--- config.mk ---
export PLATFORM = sky130hd
export DESIGN_NAME = csr_unit_flat
export DESIGN_NICKNAME = d
export VERILOG_FILES = /design/src/rtl/csr_defs_pkg.sv /design/src/rtl/csr_unit_if.sv /design/src/rtl/csr_counter.sv /design/src/rtl/csr_unit.sv /design/src/flat_wrapper.sv
export SDC_FILE = /design/constraint.sdc
export NUM_CORES = 1
export LEC_CHECK = 0
export BUFFER_PORTS_ARGS = -buffer_cell sky130_fd_sc_hd__buf_4
export CORE_ASPECT_RATIO = 1.1
export CORE_MARGIN = 2
export CORE_UTILIZATION = 45
export DETAILED_ROUTE_END_ITERATION = 6
export PLACE_DENSITY_LB_ADDON = 0.05
export SYNTH_ARGS = -nofsm -noshare
export SYNTH_HDL_FRONTEND = slang
export SYNTH_SLANG_ARGS = --single-unit
--- constraint.sdc ---
create_clock -name clk -period 25.8 [get_ports clk]
set_input_delay 2.58 -clock clk [delete_from_list [all_inputs] [get_ports clk]]
set_output_delay 2.58 -clock clk [all_outputs]
set_load 0.01 [all_outputs]
--- src/rtl/csr_defs_pkg.sv ---
// Shared CSR definitions: addresses, op encodings, FSM states
// and mstatus bit positions.
package csr_defs_pkg;

   localparam logic [11:0] CSR_MSTATUS  = 12'h300;
   localparam logic [11:0] CSR_MTVEC    = 12'h305;
   localparam logic [11:0] CSR_MSCRATCH = 12'h340;
   localparam logic [11:0] CSR_MEPC     = 12'h341;
   localparam logic [11:0] CSR_MCAUSE   = 12'h342;
   localparam logic [11:0] CSR_MCYCLE   = 12'hB00;
   localparam logic [11:0] CSR_MINSTRET = 12'hB02;
   localparam logic [11:0] CSR_MCYCLEH  = 12'hB80;
   localparam logic [11:0] CSR_MINSTRH  = 12'hB82;
   localparam logic [11:0] CSR_CYCLE    = 12'hC00;
   localparam logic [11:0] CSR_INSTRET  = 12'hC02;
   localparam logic [11:0] CSR_CYCLEH   = 12'hC80;
   localparam logic [11:0] CSR_INSTRH   = 12'hC82;
   localparam logic [11:0] CSR_MHARTID  = 12'hF14;

   typedef enum logic [1:0] {
      CSR_OP_WRITE = 2'b00,
      CSR_OP_SET   = 2'b01,
      CSR_OP_CLEAR = 2'b10,
      CSR_OP_RSVD  = 2'b11
   } csr_op_e;

   typedef enum logic {
      ST_IDLE     = 1'b0,
      ST_REDIRECT = 1'b1
   } csr_state_e;

   localparam int MSTATUS_MIE  = 3;
   localparam int MSTATUS_MPIE = 7;

endpackage

--- src/rtl/csr_unit_if.sv ---
// CSR access and trap sequencing bundle between the pipeline
// (master) and the CSR unit (slave).
interface csr_unit_if #(parameter int XLEN = 32);

   logic            csr_valid;
   logic            csr_rd_en;
   logic            csr_wr_en;
   logic [1:0]      csr_op;
   logic [11:0]     csr_addr;
   logic [XLEN-1:0] csr_wdata;
   logic            retire;
   logic            trap_req;
   logic [XLEN-1:0] trap_cause;
   logic [XLEN-1:0] trap_pc;
   logic            mret;
   logic [XLEN-1:0] csr_rdata;
   logic            illegal;
   logic            trap_redirect;
   logic [XLEN-1:0] trap_target;
   logic            busy;

   modport master (
      output csr_valid, csr_rd_en, csr_wr_en, csr_op,
      output csr_addr, csr_wdata, retire, trap_req,
      output trap_cause, trap_pc, mret,
      input  csr_rdata, illegal, trap_redirect,
      input  trap_target, busy
   );

   modport slave (
      input  csr_valid, csr_rd_en, csr_wr_en, csr_op,
      input  csr_addr, csr_wdata, retire, trap_req,
      input  trap_cause, trap_pc, mret,
      output csr_rdata, illegal, trap_redirect,
      output trap_target, busy
   );

endinterface

--- src/rtl/csr_counter.sv ---
// Wrapping performance counter with independent lo/hi write ports.
// A write to either half suppresses that cycle's increment.
module csr_counter #(
   parameter int COUNTER_W = 64,
   parameter int XLEN      = 32
) (
   input  logic            clk,
   input  logic            rst,
   input  logic            i_inc,
   input  logic            i_wr_lo,
   input  logic            i_wr_hi,
   input  logic [XLEN-1:0] i_wdata,
   output logic [XLEN-1:0] o_lo,
   output logic [XLEN-1:0] o_hi
);

   localparam int HW = COUNTER_W - XLEN;

   logic [COUNTER_W-1:0] r_cnt;

   always_ff @(posedge clk or posedge rst) begin
      if (rst) begin
         r_cnt <= '0;
      end else if (i_wr_lo) begin
         r_cnt[XLEN-1:0] <= i_wdata;
      end else if (i_wr_hi) begin
         r_cnt[COUNTER_W-1:XLEN] <= i_wdata[HW-1:0];
      end else if (i_inc) begin
         r_cnt <= r_cnt + COUNTER_W'(1);
      end
   end

   assign o_lo = r_cnt[XLEN-1:0];
   assign o_hi = XLEN'(r_cnt >> XLEN);

endmodule

--- src/rtl/csr_unit.sv ---
// Machine-mode CSR file with cycle/instret counters and the
// trap-entry / MRET redirect sequencer.
module csr_unit
   import csr_defs_pkg::*;
#(
   parameter int              XLEN        = 32,
   parameter int              COUNTER_W   = 64,
   parameter logic [XLEN-1:0] MTVEC_RESET = '0,
   parameter logic [XLEN-1:0] MHARTID     = '0
) (
   input logic       clk,
   input logic       rst,
   csr_unit_if.slave bus
);

   localparam logic [XLEN-1:0] ALIGN = {{(XLEN-2){1'b1}}, 2'b00};

   csr_state_e      r_state;
   logic            r_redirect;
   logic [XLEN-1:0] r_target;
   logic            r_mie;
   logic            r_mpie;
   logic [XLEN-1:0] r_mtvec;
   logic [XLEN-1:0] r_mscratch;
   logic [XLEN-1:0] r_mepc;
   logic [XLEN-1:0] r_mcause;

   logic            w_idle;
   logic            w_valid;
   logic            w_hit;
   logic            w_illegal;
   logic            w_wr;
   logic            w_trap;
   logic            w_mret;
   logic [XLEN-1:0] w_old;
   logic [XLEN-1:0] w_new;
   logic [XLEN-1:0] w_cyc_lo;
   logic [XLEN-1:0] w_cyc_hi;
   logic [XLEN-1:0] w_ins_lo;
   logic [XLEN-1:0] w_ins_hi;

   assign w_idle  = (r_state == ST_IDLE);
   assign w_valid = bus.csr_valid & w_idle;
   assign w_trap  = w_idle & bus.trap_req;
   assign w_mret  = w_idle & bus.mret & ~bus.trap_req;

   always_comb begin
      w_hit = 1'b1;
      w_old = '0;
      unique case (bus.csr_addr)
         CSR_MSTATUS: begin
            w_old[MSTATUS_MIE]  = r_mie;
            w_old[MSTATUS_MPIE] = r_mpie;
         end
         CSR_MTVEC:               w_old = r_mtvec;
         CSR_MSCRATCH:            w_old = r_mscratch;
         CSR_MEPC:                w_old = r_mepc;
         CSR_MCAUSE:              w_old = r_mcause;
         CSR_MCYCLE, CSR_CYCLE:   w_old = w_cyc_lo;
         CSR_MCYCLEH, CSR_CYCLEH: w_old = w_cyc_hi;
         CSR_MINSTRET, CSR_INSTRET: w_old = w_ins_lo;
         CSR_MINSTRH, CSR_INSTRH:   w_old = w_ins_hi;
         CSR_MHARTID:             w_old = MHARTID;
         default:                 w_hit = 1'b0;
      endcase
   end

   always_comb begin
      w_new = bus.csr_wdata;
      case (bus.csr_op)
         CSR_OP_SET:   w_new = w_old | bus.csr_wdata;
         CSR_OP_CLEAR: w_new = w_old & ~bus.csr_wdata;
         default:      ;
      endcase
   end

   assign w_illegal = w_valid & (~w_hit
                    | (bus.csr_op == CSR_OP_RSVD)
                    | (bus.csr_wr_en & (bus.csr_addr[11:10] == 2'b11)));

   // A trap taken this cycle squashes the CSR write.
   assign w_wr = w_valid & bus.csr_wr_en & ~w_illegal & ~bus.trap_req;

   csr_counter #(.COUNTER_W(COUNTER_W), .XLEN(XLEN)) u_mcycle (
      .clk     (clk),
      .rst     (rst),
      .i_inc   (1'b1),
      .i_wr_lo (w_wr & (bus.csr_addr == CSR_MCYCLE)),
      .i_wr_hi (w_wr & (bus.csr_addr == CSR_MCYCLEH)),
      .i_wdata (w_new),
      .o_lo    (w_cyc_lo),
      .o_hi    (w_cyc_hi)
   );

   csr_counter #(.COUNTER_W(COUNTER_W), .XLEN(XLEN)) u_minstret (
      .clk     (clk),
      .rst     (rst),
      .i_inc   (bus.retire),
      .i_wr_lo (w_wr & (bus.csr_addr == CSR_MINSTRET)),
      .i_wr_hi (w_wr & (bus.csr_addr == CSR_MINSTRH)),
      .i_wdata (w_new),
      .o_lo    (w_ins_lo),
      .o_hi    (w_ins_hi)
   );

   always_ff @(posedge clk or posedge rst) begin
      if (rst) begin
         r_mie      <= 1'b0;
         r_mpie     <= 1'b0;
         r_mtvec    <= MTVEC_RESET & ALIGN;
         r_mscratch <= '0;
         r_mepc     <= '0;
         r_mcause   <= '0;
      end else begin
         if (w_trap) begin
            r_mepc   <= bus.trap_pc & ALIGN;
            r_mcause <= bus.trap_cause;
            r_mpie   <= r_mie;
            r_mie    <= 1'b0;
         end else if (w_mret) begin
            r_mie  <= r_mpie;
            r_mpie <= 1'b1;
         end else if (w_wr && bus.csr_addr == CSR_MSTATUS) begin
            r_mie  <= w_new[MSTATUS_MIE];
            r_mpie <= w_new[MSTATUS_MPIE];
         end
         if (w_wr && bus.csr_addr == CSR_MTVEC)
            r_mtvec <= w_new & ALIGN;
         if (w_wr && bus.csr_addr == CSR_MSCRATCH)
            r_mscratch <= w_new;
         if (w_wr && bus.csr_addr == CSR_MEPC)
            r_mepc <= w_new & ALIGN;
         if (w_wr && bus.csr_addr == CSR_MCAUSE)
            r_mcause <= w_new;
      end
   end

   always_ff @(posedge clk or posedge rst) begin
      if (rst) begin
         r_state    <= ST_IDLE;
         r_redirect <= 1'b0;
         r_target   <= '0;
      end else begin
         unique case (r_state)
            ST_IDLE: begin
               r_redirect <= 1'b0;
               if (bus.trap_req) begin
                  r_state    <= ST_REDIRECT;
                  r_redirect <= 1'b1;
                  r_target   <= r_mtvec;
               end else if (bus.mret) begin
                  r_state    <= ST_REDIRECT;
                  r_redirect <= 1'b1;
                  r_target   <= r_mepc;
               end
            end
            ST_REDIRECT: begin
               r_state    <= ST_IDLE;
               r_redirect <= 1'b0;
            end
         endcase
      end
   end

   assign bus.csr_rdata = (w_valid & bus.csr_rd_en & ~w_illegal)
                        ? w_old : '0;
   assign bus.illegal       = w_illegal;
   assign bus.trap_redirect = r_redirect;
   assign bus.trap_target   = r_target;
   assign bus.busy          = (r_state == ST_REDIRECT);

endmodule

--- src/flat_wrapper.sv ---
// flat-port wrapper written by rule: the top's interface ports become plain ports
module csr_unit_flat import csr_defs_pkg::*;
#(
   parameter int              XLEN        = 32,
   parameter int              COUNTER_W   = 64,
   parameter logic [XLEN-1:0] MTVEC_RESET = '0,
   parameter logic [XLEN-1:0] MHARTID     = '0
)
  (clk, rst, bus_csr_valid, bus_csr_rd_en, bus_csr_wr_en, bus_csr_op, bus_csr_addr, bus_csr_wdata, bus_retire, bus_trap_req, bus_trap_cause, bus_trap_pc, bus_mret, bus_csr_rdata, bus_illegal, bus_trap_redirect, bus_trap_target, bus_busy);
  csr_unit_if #(.XLEN(XLEN)) bus_i ();
  input logic clk;
  input logic rst;
  input wire logic [$bits(bus_i.csr_valid)-1:0] bus_csr_valid;
  input wire logic [$bits(bus_i.csr_rd_en)-1:0] bus_csr_rd_en;
  input wire logic [$bits(bus_i.csr_wr_en)-1:0] bus_csr_wr_en;
  input wire logic [$bits(bus_i.csr_op)-1:0] bus_csr_op;
  input wire logic [$bits(bus_i.csr_addr)-1:0] bus_csr_addr;
  input wire logic [$bits(bus_i.csr_wdata)-1:0] bus_csr_wdata;
  input wire logic [$bits(bus_i.retire)-1:0] bus_retire;
  input wire logic [$bits(bus_i.trap_req)-1:0] bus_trap_req;
  input wire logic [$bits(bus_i.trap_cause)-1:0] bus_trap_cause;
  input wire logic [$bits(bus_i.trap_pc)-1:0] bus_trap_pc;
  input wire logic [$bits(bus_i.mret)-1:0] bus_mret;
  output wire logic [$bits(bus_i.csr_rdata)-1:0] bus_csr_rdata;
  output wire logic [$bits(bus_i.illegal)-1:0] bus_illegal;
  output wire logic [$bits(bus_i.trap_redirect)-1:0] bus_trap_redirect;
  output wire logic [$bits(bus_i.trap_target)-1:0] bus_trap_target;
  output wire logic [$bits(bus_i.busy)-1:0] bus_busy;
  assign bus_i.csr_valid = bus_csr_valid;
  assign bus_i.csr_rd_en = bus_csr_rd_en;
  assign bus_i.csr_wr_en = bus_csr_wr_en;
  assign bus_i.csr_op = bus_csr_op;
  assign bus_i.csr_addr = bus_csr_addr;
  assign bus_i.csr_wdata = bus_csr_wdata;
  assign bus_i.retire = bus_retire;
  assign bus_i.trap_req = bus_trap_req;
  assign bus_i.trap_cause = bus_trap_cause;
  assign bus_i.trap_pc = bus_trap_pc;
  assign bus_i.mret = bus_mret;
  assign bus_csr_rdata = bus_i.csr_rdata;
  assign bus_illegal = bus_i.illegal;
  assign bus_trap_redirect = bus_i.trap_redirect;
  assign bus_trap_target = bus_i.trap_target;
  assign bus_busy = bus_i.busy;
  csr_unit #(.XLEN(XLEN), .COUNTER_W(COUNTER_W), .MTVEC_RESET(MTVEC_RESET), .MHARTID(MHARTID)) u_core (.clk(clk), .rst(rst), .bus(bus_i));
endmodule
==> metrics.cfg <==
[status]
status = complete, but fails checks
violations = design-rule violations

[synthesis]
synth_top_area_share_pct = 39.8
netlist_instances = 2115
yosys.area.top_type = dfrtp_1
async_flop_share_pct = 100
synthTopCellsByCount = nand2_1 (323), dfrtp_1 (285), o21ai_0 (186)
yosysWarnings = 0
yosysSeqAreaShare_pct = 39.8
synthDistinctLibCells = 92
post-synth-top-count-cell = nand2_1
synth_edf_count = 0
ys.flop_type = dfrtp_1
postSynthAreaPerCell_sq_um = 8.47
synthTopCellsByArea = dfrtp_1 (40%), nand2_1 (6.8%), o21ai_0 (5.2%)
yosys_register_bits = 285
mappedNetlistArea_sq_mm = 0.0179

[timing]
fin_crit_sh_pct = 33.4
slew_headroom_pct = 8.47
slew_viol_final = 0
whs_ns = 0.475
rsz0062_at_grt = no
setup_viol = 0
clock_skew_ns = 0.0236
worstMarginPinSlew_ns = 1.37
post-route-min-period_ns = 8.62
fmax_mhz = 116
fin_setup_tns_ns = 0
hold_viol_final = 0
timing.final.ws_setup_ns = 17.18

[power_and_ir_drop]
power_density_mw_per_mm2 = 62.4
power_mw = 1.30
total_leakage_power_nw = 8.59
ir_drop_uv = 51.2

[place]
portBuffers = 180
dp_slack_ns = 17.34
gp_congestion = 1.02
dpl_cell_area_sq_mm = 0.0196
hpwl_um = 59500

[critical_path]
critPathMaxFanout = 32
start_kind = input pin
r2r_start = u_core.bus.busy$_DFF_PP0_
crit_arrival_ns = 6.04
end_kind = output port
required_ns = 23.22
r2r_slack_ns = 21.88
path_class = input pin to output port
ff2ff_path_depth = 6
r2r-end = u_core.u_minstret.r_cnt[31]$_DFFE_PP0P_

[global_route]
grt_remaining_overflow = 0
track_usage_pct = 38.7
grt_pass1_vias = 17400
antenna_found_initial = 4
grt_max_degree = 77
grt_pass1_wl_um = 118000

[clocking]
cts_sinks = 285
h-tree-depth = 2
cts_tree = yes
clkSlewWorstSetupHoldPaths_ns = 0.06
cts_buffers = 36
hold_buffers = 0
post-cts-setup-buffer-count = 0
cts_max_path_buffers = 3
clk_latency_ns = 0.56
cts_resized = 0
ctsRootBufferMaster = clkbuf_16

[detailed_routing]
routed_via_density = 6.73
drc = 13
ant_nets = 0
vias = 18500
drtIter0Drc = 2099
dr.pass1.iters = 7
wl_per_cell_um = 29.4
routed_wl_um = 80900

[hold_path]
hp-class = flop to flop
hold_depth = 2
worstHoldStart = u_core.bus.trap_target[10]$_DFFE_PP0P_
min_to = u_core.bus.trap_target[10]$_DFFE_PP0P_

[floorplanning]
io_pins = 185
die_x_um = 194
initial_utilization_pct = 45.7
placementRows = 76
die_h_um = 213
core_sq_mm = 0.0392
dieArea_sq_mm = 0.0414

[layout]
num-nets-final = 2337
final_area_sq_mm = 0.0208
drive_above_1_share_pct = 15.6
area_delta_synth_final_pct = 16.3

[job]
timing.max_cap.violations = 0

[sequential cells by signal, summed over array words and instances, names as in the netlist]
register / count
u_core.r_mcause: 32
u_core.bus.busy: 1
u_core.r_mpie: 1
u_core.bus.trap_target: 30
u_core.r_mtvec: 30
u_core.u_minstret.r_cnt: 64
u_core.r_mepc: 30
u_core.r_mscratch: 32
u_core.r_mie: 1
u_core.u_mcycle.r_cnt: 64
[report_power, final]
| part | total (mW) | switching [mW] | internal [mW] | leakage, nW |
|---|---|---|---|---|
| Sequential | 0.541 | 0.0521 | 0.489 | 3.62 |
| Clock | 0.554 | 0.214 | 0.340 | 0.620 |
| Combinational | 0.207 | 0.129 | 0.0773 | 4.35 |
| Total | 1.30 | 0.396 | 0.906 | 8.59 |
[critical path: stages]
cell      delay (ns)
buf_4           0.15
nor4bb_2        0.92
and3_1          1.01
o41a_1          0.40
nand4b_1        0.13
buf_4           0.28
a31oi_1         0.35
buf_4           0.19
[cell type report]
type | count | area [sq um]
well taps | 507 | 634
multi-input cells | 1622 | 9970
diodes | 2 | 5.00
flip-flops and latches | 285 | 7130
clock inverters | 18 | 254
fillers | 3721 | 18300
clock buffers | 46 | 1020
inverters | 52 | 203
repair buffers | 217 | 1630
[logic make-up (layout without fill, tap and decap cells)]
kind of cell    count (synthesis)  after routing  synth area share (%)
simple gates                  815            815                  23.0
compound gates                666            666                  24.6
flops                         285            285                  39.8
buf+inv                       209            333                  4.94
mux                           100            100                  5.68
xor+xnor                       34             34                  1.66
fa+ha+maj                       5              5                 0.349
other cells                     1              4                0.0209
[through the flow]
step           util (%)  std cells
2_1_floorplan         -       2116
3_3_place_gp       50.0       2683
3_5_place_dp       50.0       2683
4_1_cts            53.2       2747
5_1_grt            53.2       2748
6_report           53.2       2749
[worst max path at each step]
| stage | depth (start not counted) | to | slack (ns) | from |
|---|---|---|---|---|
| after global placement | 8 | bus_csr_rdata[30] | 17.32 | bus_csr_addr[1] |
| after detailed placement | 8 | bus_csr_rdata[30] | 17.34 | bus_csr_addr[1] |
| after global routing | 8 | bus_csr_rdata[30] | 17.02 | bus_csr_addr[11] |
| after floorplan | 1 | u_core.bus.busy$_DFF_PP0_ | 15.36 | rst |
| final | 8 | bus_csr_rdata[30] | 17.18 | bus_csr_addr[11] |
| after CTS | 8 | bus_csr_rdata[30] | 17.28 | bus_csr_addr[1] |
[layer usage]
metal,global-route usage (%),share of wire [%]
met2,62.0,46
met1,50.1,39
met5,0,0.042
met3,7.90,9.4
met4,19.1,5.4
[cells in the final DEF (no fill, tap or decap), drive strengths merged, types with 10 or more instances in the layout]
cell type,n
or4,18
nand4,61
a222oi,22
a211o,29
xnor2,27
a31oi,10
a2bb2oi,11
and4,13
and3,36
nor4,39
o211ai,39
a221oi,10
nor3,45
a21oi,118
clkbuf,46
mux2,13
nor2,132
inv,53
o21ai,222
dfrtp,285
a22o,10
buf,217
nand2,323
mux2i,87
or3,14
and2,17
o22ai,19
a22oi,69
a211oi,33
o2111ai,11
nand3,61
Power figures use the tool's default switching activity.
